$ cat src/rtl/logic_pkg.sv
// Shared definitions for the serial 16-bit logic unit: width, op codes, FSM states.
package logic_pkg;

  localparam int WIDTH = 16;

  typedef enum logic [1:0] {
    OP_AND  = 2'b00,
    OP_OR   = 2'b01,
    OP_XOR  = 2'b10,
    OP_NAND = 2'b11
  } op_t;

  typedef enum logic [1:0] {
    IDLE = 2'b00,
    RUN  = 2'b01,
    DONE = 2'b10
  } state_t;

endpackage

$ cat src/rtl/bit_logic_1.sv
// Combinational 1-bit logic cell, built only from NAND gates.
// op selects AND / OR / XOR / NAND of a_bit and b_bit.
module bit_logic_1 (
  input  logic       a_bit,
  input  logic       b_bit,
  input  logic [1:0] op,
  output logic       r_bit
);

  wire n_ab, n_a, n_b;
  wire r_and, r_or, x_a, x_b, r_xor;
  wire n_s0, n_s1;
  wire t_and, t_or, t_xor, t_nand;
  wire r_w;

  nand nand_0  (n_ab,  a_bit, b_bit);
  nand nand_1  (n_a,   a_bit, a_bit);
  nand nand_2  (n_b,   b_bit, b_bit);
  nand nand_3  (r_and, n_ab,  n_ab);
  nand nand_4  (r_or,  n_a,   n_b);
  nand nand_5  (x_a,   a_bit, n_ab);
  nand nand_6  (x_b,   b_bit, n_ab);
  nand nand_7  (r_xor, x_a,   x_b);

  // Each selected term is the inverted result; unselected terms sit at 1,
  // so the final NAND restores the chosen function.
  nand nand_8  (n_s0,   op[0], op[0]);
  nand nand_9  (n_s1,   op[1], op[1]);
  nand nand_10 (t_and,  r_and, n_s1,  n_s0);
  nand nand_11 (t_or,   r_or,  n_s1,  op[0]);
  nand nand_12 (t_xor,  r_xor, op[1], n_s0);
  nand nand_13 (t_nand, n_ab,  op[1], op[0]);
  nand nand_14 (r_w,    t_and, t_or,  t_xor, t_nand);

  assign r_bit = r_w;

endmodule

$ cat src/rtl/serial_and_16.sv
// Bit-serial 16-bit logic unit: one bit per cycle, LSB first, result in 16 cycles.
// Define SERIAL_LOGIC_OPS_EN to honour op (AND/OR/XOR/NAND); otherwise always AND.
module serial_and_16
  import logic_pkg::*;
#(
  parameter int WIDTH = logic_pkg::WIDTH
) (
  input  logic             clk,
  input  logic             reset,
  input  logic             start,
  input  logic [WIDTH-1:0] a,
  input  logic [WIDTH-1:0] b,
  input  logic [1:0]       op,
  output logic             busy,
  output logic             done,
  output logic [WIDTH-1:0] out
);

  localparam int CNT_W = $clog2(WIDTH);

  state_t           state, state_nxt;
  logic [WIDTH-1:0] a_sr, b_sr, res_sr;
  logic [CNT_W-1:0] cnt;
  logic             accept, last_bit, r_bit;
  logic [1:0]       op_eff;

  assign accept   = start && (state != RUN);
  assign last_bit = (cnt == CNT_W'(WIDTH - 1));

`ifdef SERIAL_LOGIC_OPS_EN
  op_t op_r;

  always_ff @(posedge clk) begin
    if (reset)
      op_r <= OP_AND;
    else if (accept)
      op_r <= op_t'(op);
  end

  assign op_eff = op_r;
`else
  assign op_eff = OP_AND;
`endif

  bit_logic_1 u_bit_logic (
    .a_bit (a_sr[0]),
    .b_bit (b_sr[0]),
    .op    (op_eff),
    .r_bit (r_bit)
  );

  always_ff @(posedge clk) begin
    if (reset)
      state <= IDLE;
    else
      state <= state_nxt;
  end

  always_comb begin
    state_nxt = state;
    case (state)
      IDLE:    if (start) state_nxt = RUN;
      RUN:     if (last_bit) state_nxt = DONE;
      DONE:    state_nxt = start ? RUN : IDLE;
      default: state_nxt = IDLE;
    endcase
  end

  always_comb begin
    busy = (state == RUN);
    done = (state == DONE);
  end

  // Result bits enter from the MSB side so bit 0 lands at the LSB after 16 shifts.
  always_ff @(posedge clk) begin
    if (reset) begin
      a_sr   <= '0;
      b_sr   <= '0;
      res_sr <= '0;
      cnt    <= '0;
      out    <= '0;
    end else if (accept) begin
      a_sr   <= a;
      b_sr   <= b;
      res_sr <= '0;
      cnt    <= '0;
    end else if (state == RUN) begin
      a_sr   <= a_sr >> 1;
      b_sr   <= b_sr >> 1;
      res_sr <= {r_bit, res_sr[WIDTH-1:1]};
      if (last_bit) begin
        out <= {r_bit, res_sr[WIDTH-1:1]};
        cnt <= '0;
      end else begin
        cnt <= cnt + CNT_W'(1);
      end
    end
  end

endmodule

$ cat config.mk
export PLATFORM = sky130hd
export DESIGN_NAME = serial_and_16
export DESIGN_NICKNAME = d
export VERILOG_FILES = /design/src/rtl/logic_pkg.sv /design/src/rtl/bit_logic_1.sv /design/src/rtl/serial_and_16.sv
export SDC_FILE = /design/constraint.sdc
export NUM_CORES = 1
export LEC_CHECK = 0
export BUFFER_PORTS_ARGS = -buffer_cell sky130_fd_sc_hd__buf_2
export CORE_UTILIZATION = 30
export CTS_CLUSTER_DIAMETER = 80
export CTS_CLUSTER_SIZE = 20
export DETAILED_ROUTE_END_ITERATION = 12
export PLACE_DENSITY = 0.57
export SYNTH_ARGS = -nofsm -noshare
export SYNTH_HDL_FRONTEND = slang
export SYNTH_SLANG_ARGS = --single-unit
$ cat constraint.sdc
create_clock -name clk -period 2.6 [get_ports clk]
set_input_delay 0.39 -clock clk [delete_from_list [all_inputs] [get_ports clk]]
set_output_delay 0.39 -clock clk [all_outputs]
set_load 0.005 [all_outputs]
==> flow_summary_export.csv, run 1 <==
group,metric,value,unit
clock_network,cts_buffer_depth,2,
sta,grt_setup_unrepaired,"no",
clock_network,numCtsBuffers,9,
global_route,grt_max_degree,63,
setup_path,max_stage_delay,0.53,ns
final_layout,drive_above_1_share,20.7,%
place,place_hpwl,3.66,mm
sta,fin_crit,1.90,ns
global_route,first_global_vias,2043,
synthesis,ys_types,26,
clock_network,cts_setup_buffers,0,
final_layout,fin_area,3250,sq um
detailed_routing,wl,5.90,mm
detailed_routing,ant_nets,0,
clock_network,path_clk_slew,0.08,ns
power_and_ir_drop,power.density,678,nW/um^2
setup_path,timing.rr.start,"state[1]$_SDFFE_PP0P_",
hold_path,hp-class,"in -> reg",
clock_network,ctsHoldBuffers,0,
place,place.gp.congestion,0.678,
synthesis,synth_area_leaders,"dfxtp_1, mux2i_1, a211oi_1",
clock_network,clk_latency,0.34,ns
sta,fin_setup_tns,0,ns
global_route,antenna_found_initial,0,
synthesis,yosysWarnings,0,
floorplan,coreArea,8850,sq um
floorplan,die_width,98.4,um
setup_path,crit_path_end_kind,"output port",
detailed_routing,vias,2174,
setup_path,r2r_setup_slack,0.87,ns
sta,finalSetupViolations,0,
setup_path,worstPathArrival,1.51,ns
setup_path,crit_start,"state[1]$_SDFFE_PP0P_",
synthesis,synthFlopType,"dfxtp_1",
global_route,grt_usage,12.8,%
setup_path,cp-start-kind,"flip-flop",
synthesis,syn_area_per_cell,9.01,sq um
place,portBuffers,52,
power_and_ir_drop,ir_worst_vdd,0.242,mV
setup_path,rr_worst_depth,4,
power_and_ir_drop,p_sw,0.548,mW
detailed_routing,routedWlPerCell,12.8,um
synthesis,synth.yosys.seq_area_share,49.6,%
power_and_ir_drop,cellInternalPower,1.66,mW
detailed_routing,drt_iter0_drc,63,
floorplan,fp-row-count,34,
synthesis,synth_edf_count,0,
synthesis,synth_area_leader_cell,"dfxtp_1",
synthesis,synth_nets,347,
setup_path,required,2.21,ns
sta,clock.fmax,0.526,GHz
sta,tightest_slew,0.676,ns
floorplan,die_area,9670,sq um
status,violations,"design-rule violations",
synthesis,ys_seq_elements,69,
clock_network,cts_tree,"yes",
floorplan,start_util,31.5,%
place,dpl_cell_area,3060,sq um
setup_path,critPathKind,"reg -> out",
detailed_routing,routed_via_density,4.73,
place,place_ws,0.860,ns
setup_path,slowest_stage,"nand2b_4",
sta,fin_worst_skew,0.00800,ns
clock_network,htreeDepth,3,
final_layout,fin_nets,385,
floorplan,chipHeight,98.4,um
global_route,grt_pass1_wl,9.80,mm
detailed_routing,drc_errors,1,
power_and_ir_drop,p_clk_share,39.3,%
sta,final-hold-violation-count,0,
sta,period_share,73.1,%
sta,setup_slack,0.699,ns
global_route,gr-total-overflow,0,
clock_network,cts_root_buf,"clkbuf_8",
power_and_ir_drop,p_sw_share,24.9,%
floorplan,pin_count,55,
synthesis,syn-cell-area,2790,sq um
clock_network,cts_sinks,69,
synthesis,syn_inst,309,
synthesis,async_reset_ff_share,0,%
sta,relSlewSlack,54.8,%
status,outcome,"finished, violations left",
power_and_ir_drop,p_seq_share,51.4,%
detailed_routing,dr.pass1.iters,10,
synthesis,netlist.area_leader.share,49.6,%
setup_path,path_cells,"nand2b_4, inv_2, buf_2",
power_and_ir_drop,pwr-share-comb,9.3,%
clock_network,ctsResizeCount,0,
final_layout,diodes,0,
job,cap_violations,0,
final_layout,fill_cells,927,
power_and_ir_drop,leakage,1.32,nW
final_layout,area_growth,16.8,%
setup_path,crit_path_end,"busy",
sta,slew_violations,0,
setup_path,cp_max_fo,62,
setup_path,r2r_end,"a_sr[5]$_SDFFE_PP0P_",
-- worst max-delay path, delay by kind of cell (launching register included) --
kind,cells,cell delay [ns]
buf+inv,2,0.31
simple gates,1,0.53
flops,1,0.33
-- power groups by stage --
stage	sequential, mW	combinational [mW]	clock, mW
after CTS	1.13	0.210	0.895
final	1.13	0.205	0.866
after global routing	1.14	0.232	0.946
after global placement	1.16	0.206	0
after floorplan	1.15	0.165	0
after detailed placement	1.16	0.208	0
-- synth_stat cells, types with 2 or more instances --
| library cell | number |
|---|---|
| clkbuf_1 | 10 |
| nor2_1 | 32 |
| buf_6 | 2 |
| clkbuf_4 | 2 |
| a21oi_1 | 34 |
| or3_1 | 2 |
| buf_2 | 10 |
| a211oi_1 | 30 |
| buf_4 | 4 |
| nor3_1 | 3 |
| nand2_1 | 32 |
| mux2i_1 | 32 |
| o21ai_0 | 17 |
| nand3_1 | 18 |
| nor2b_1 | 2 |
| dfxtp_1 | 69 |
-- metrics by stage --
step	total power, mW	utilization, %	std cells	hold slack, ns
after floorplan	1.31	-	309	0.437
after global routing	2.32	36.8	460	0.373
after detailed placement	1.37	34.6	444	0.452
after CTS	2.24	36.8	460	0.329
final	2.20	36.8	460	0.336
after global placement	1.36	34.6	444	0.446
-- flip-flops by register name, summed over array words and instances, names as in the netlist --
register and count:
out 16, state 2, a_sr 16, cnt 4
b_sr 16, res_sr 15
-- worst min path at each step --
stage	start	to	cells past startpoint	slack (ns)
3_3_place_gp	res_sr[1]$_SDFFE_PP0N_	res_sr[1]$_SDFFE_PP0N_	2	0.45
6_report	a[15]	a_sr[15]$_SDFFE_PP0P_	3	0.34
4_1_cts	a[15]	a_sr[15]$_SDFFE_PP0P_	3	0.33
3_5_place_dp	res_sr[1]$_SDFFE_PP0N_	res_sr[1]$_SDFFE_PP0N_	2	0.45
5_1_grt	a[15]	a_sr[15]$_SDFFE_PP0P_	3	0.37
2_1_floorplan	res_sr[1]$_SDFFE_PP0N_	res_sr[1]$_SDFFE_PP0N_	2	0.44
-- kinds of logic after synthesis --
family | share of synthesized area, %
AND/OR/NAND/NOR | 14.2
AO/OA/AOI/OAI | 18.1
flip-flops | 49.6
multiplexers | 11.5
buffers and inverters | 5.84
XOR/XNOR | 0.315
adder cells (fa/ha/maj) | 0.449
-- cell type report --
cell class / instances / area [sq um] / share of cell area [%]
Multi-Input combinational cell: 210 / 1250 / 38.4
Clock buffer: 12 / 145 / 4.46
Inverter: 1 / 3.75 / 0.115
Tap cell: 108 / 135 / 4.16
Clock inverter: 4 / 47.5 / 1.46
Sequential cell: 69 / 1380 / 42.5
Timing Repair Buffer: 56 / 290 / 8.93
-- per-layer routing --
layer / share of wire [%] / wire [um] / vias to the layer above / global-route usage (%)
met5: 0 / 0 / - / 0
met1: 51 / 2980 / 972 / 16.9
met2: 44 / 2610 / 39 / 19.6
met4: 1.4 / 80 / 0 / 5.86
li1: - / - / 1158 / -
met3: 3.9 / 228 / 5 / 3.44
-- placed cells by master, fill, tap and decap left out --
cell        synthesis  layout
clkbuf_8            0      10
a221oi_2            1       1
bufinv_16           0       1
nor2b_1             2       2
and3_1              1       1
buf_4               4       4
ha_1                1       1
or3_1               2       2
nand3b_1            1       1
inv_2               1       1
nand2b_4            0       1
nand4_1             1       1
mux2i_1            32      32
xor2_1              1       1
a21oi_1            34      34
nand3_1            18      18
a211oi_1           30      30
clkinvlp_4          0       1
nor2_1             32      32
buf_2              10      52
a21o_1              1       1
dfxtp_1            69      69
nor3_1              3       3
clkbuf_1           10       2
clkinv_2            0       2
o21ai_0            17      17
nand2_1            32      32
Power figures use the tool's default switching activity.
==> run 2, diff against run 1 <==
PLACE_DENSITY = 0.58   (was 0.57)
clock period = 1.73 ns   (was 2.6 ns; I/O delays follow)
==> run 2 against run 1 <==
The run still ends with design-rule violations left. First-iteration DRC count is 68% higher. Clock-buffer cell count stayed put. Setup slack worse by 0.51 ns. Wire length is 0.56% higher. Clock skew is 0.00051 ns lower. Critical path type unchanged. Critical endpoint unchanged. Via count is 3.1% higher. Hold slack worse by 0.13 ns. Clock power is 58% higher. Die area stayed put. Critical path depth stayed put.
==> flow_summary_export.csv, run 2 (synthesis results as in run 1) <==
group,metric,value,unit
global_route,gr-total-overflow,0,
status,outcome,"finished, violations left",
floorplan,coreArea,8850,sq um
place,dpl_cell_area,3120,sq um
sta,fin_worst_skew,0.00750,ns
floorplan,die_width,98.4,um
global_route,grt_pass1_wl,10.2,mm
detailed_routing,drc_errors,2,
final_layout,final_common_cell,"dfxtp_1",
place,place.gp.congestion,0.700,
detailed_routing,wl_met2,2.64,mm
global_route,grt_max_degree,37,
detailed_routing,routed_via_density,4.81,
final_layout,diodes,0,
setup_path,cp_max_fo,17,
sta,setup_slack,0.188,ns
global_route,first_global_vias,2176,
detailed_routing,ant_nets,0,
power_and_ir_drop,ir_worst_vdd,0.354,mV
final_layout,area_growth,19.5,%
sta,clock.fmax,0.648,GHz
setup_path,required,1.47,ns
clock_network,clk_latency,0.34,ns
power_and_ir_drop,p_clk_share,40.4,%
status,violations,"design-rule violations",
detailed_routing,wl,5.94,mm
floorplan,pin_count,55,
final_layout,mostFrequentLayoutCells,"dfxtp_1, buf_2, a21oi_1",
power_and_ir_drop,power.density,1020,nW/um^2
place,dp_cells,450,
clock_network,htreeDepth,3,
detailed_routing,wl_met3,238,um
power_and_ir_drop,leakage,1.36,nW
setup_path,slowest_stage,"dfxtp_1",
final_layout,reg_top3,"a_sr: 16 flops, b_sr: 16 flops, out: 16 flops",
clock_network,cts_sinks,69,
power_and_ir_drop,p_sw,0.846,mW
sta,relSlewSlack,58.0,%
sta,finalSetupViolations,0,
sta,final-hold-violation-count,0,
setup_path,cp-start-kind,"flip-flop",
final_layout,final_cells,466,
power_and_ir_drop,cellInternalPower,2.55,mW
clock_network,cts_buffer_depth,2,
setup_path,worstPathArrival,1.28,ns
final_layout,fin_area,3330,sq um
detailed_routing,met1_length,2.93,mm
floorplan,chipHeight,98.4,um
detailed_routing,top_layer,"met4",
clock_network,cts_setup_buffers,0,
power_and_ir_drop,p_sw_share,24.9,%
sta,tightest_slew,0.630,ns
sta,fin_crit,1.54,ns
detailed_routing,routedWlPerCell,12.7,um
detailed_routing,vias,2242,
detailed_routing,drt_iter0_drc,106,
final_layout,fill_cells,939,
power_and_ir_drop,p_seq_share,50.1,%
sta,period_share,89.1,%
detailed_routing,dr.pass1.iters,10,
sta,slew_violations,0,
clock_network,cts_tree,"yes",
sta,fin_setup_tns,0,ns
place,place_ws,0.148,ns
setup_path,max_stage_delay,0.41,ns
global_route,antenna_found_initial,0,
clock_network,path_clk_slew,0.08,ns
floorplan,start_util,31.5,%
hold_path,hp-class,"in -> reg",
floorplan,die_area,9670,sq um
place,portBuffers,52,
clock_network,numCtsBuffers,9,
power_and_ir_drop,pwr-share-comb,9.5,%
place,place_hpwl,3.83,mm
sta,grt_setup_unrepaired,"no",
floorplan,fp-row-count,34,
setup_path,crit_path_end_kind,"output port",
final_layout,fin_nets,391,
final_layout,drive_above_1_share,22.6,%
job,cap_violations,0,
setup_path,critPathKind,"reg -> out",
power_and_ir_drop,design_power_total,3.40,mW
clock_network,ctsResizeCount,0,
clock_network,cts_root_buf,"clkbuf_8",
clock_network,ctsHoldBuffers,0,
global_route,grt_usage,13.3,%
setup_path,path_cells,"nand2b_4, inv_2, buf_2",
[run 2: power by group through the flow]
stage / clock (mW) / combinational [mW] / sequential (mW)
after floorplan: 0 / 0.248 / 1.73
after global placement: 0 / 0.319 / 1.74
after detailed placement: 0 / 0.325 / 1.74
after CTS: 1.43 / 0.327 / 1.70
after global routing: 1.50 / 0.360 / 1.71
final: 1.37 / 0.321 / 1.70
[run 2: worst paths after layout]
kind              cells past startpoint                    from  slack, ns                      to
hold reg to reg                       2  res_sr[5]$_SDFFE_PP0N_       0.47  res_sr[4]$_SDFFE_PP0N_
setup / recovery                      3   state[0]$_SDFFE_PP0P_       0.19                    busy
setup reg to reg                      4     cnt[0]$_SDFFE_PP0N_       0.28     cnt[0]$_SDFFE_PP0N_
hold / removal                        3                   a[15]       0.21   a_sr[15]$_SDFFE_PP0P_
[run 2: layer usage]
layer / vias to the layer above / GRT usage, %
li1: 1174 / -
met1: 1013 / 17.1
met2: 44 / 20.8
met3: 11 / 3.08
met4: 0 / 6.89
met5: - / 0
[run 2: critical path, delay by kind of cell, from the launching register on]
kind                   cells  cell delay [ns]
buffers and inverters      2             0.40
AND/OR/NAND/NOR            1             0.12
flip-flops                 1             0.41
[run 2: per-stage QoR]
step	hold WS (ns)	utilization (%)
after floorplan	0.437	-
after global placement	0.444	35.2
after detailed placement	0.460	35.2
after CTS	0.190	37.6
after global routing	0.202	37.6
final	0.209	37.6
[run 2: cell type report]
cell class,instances,area (sq um),area share [%]
clock buffers,12,155,4.66
clock inverters,4,55.1,1.65
inverters,1,3.75,0.113
multi-input cells,210,1250,37.6
flip-flops and latches,69,1380,41.5
well taps,108,135,4.06
repair buffers,62,348,10.5
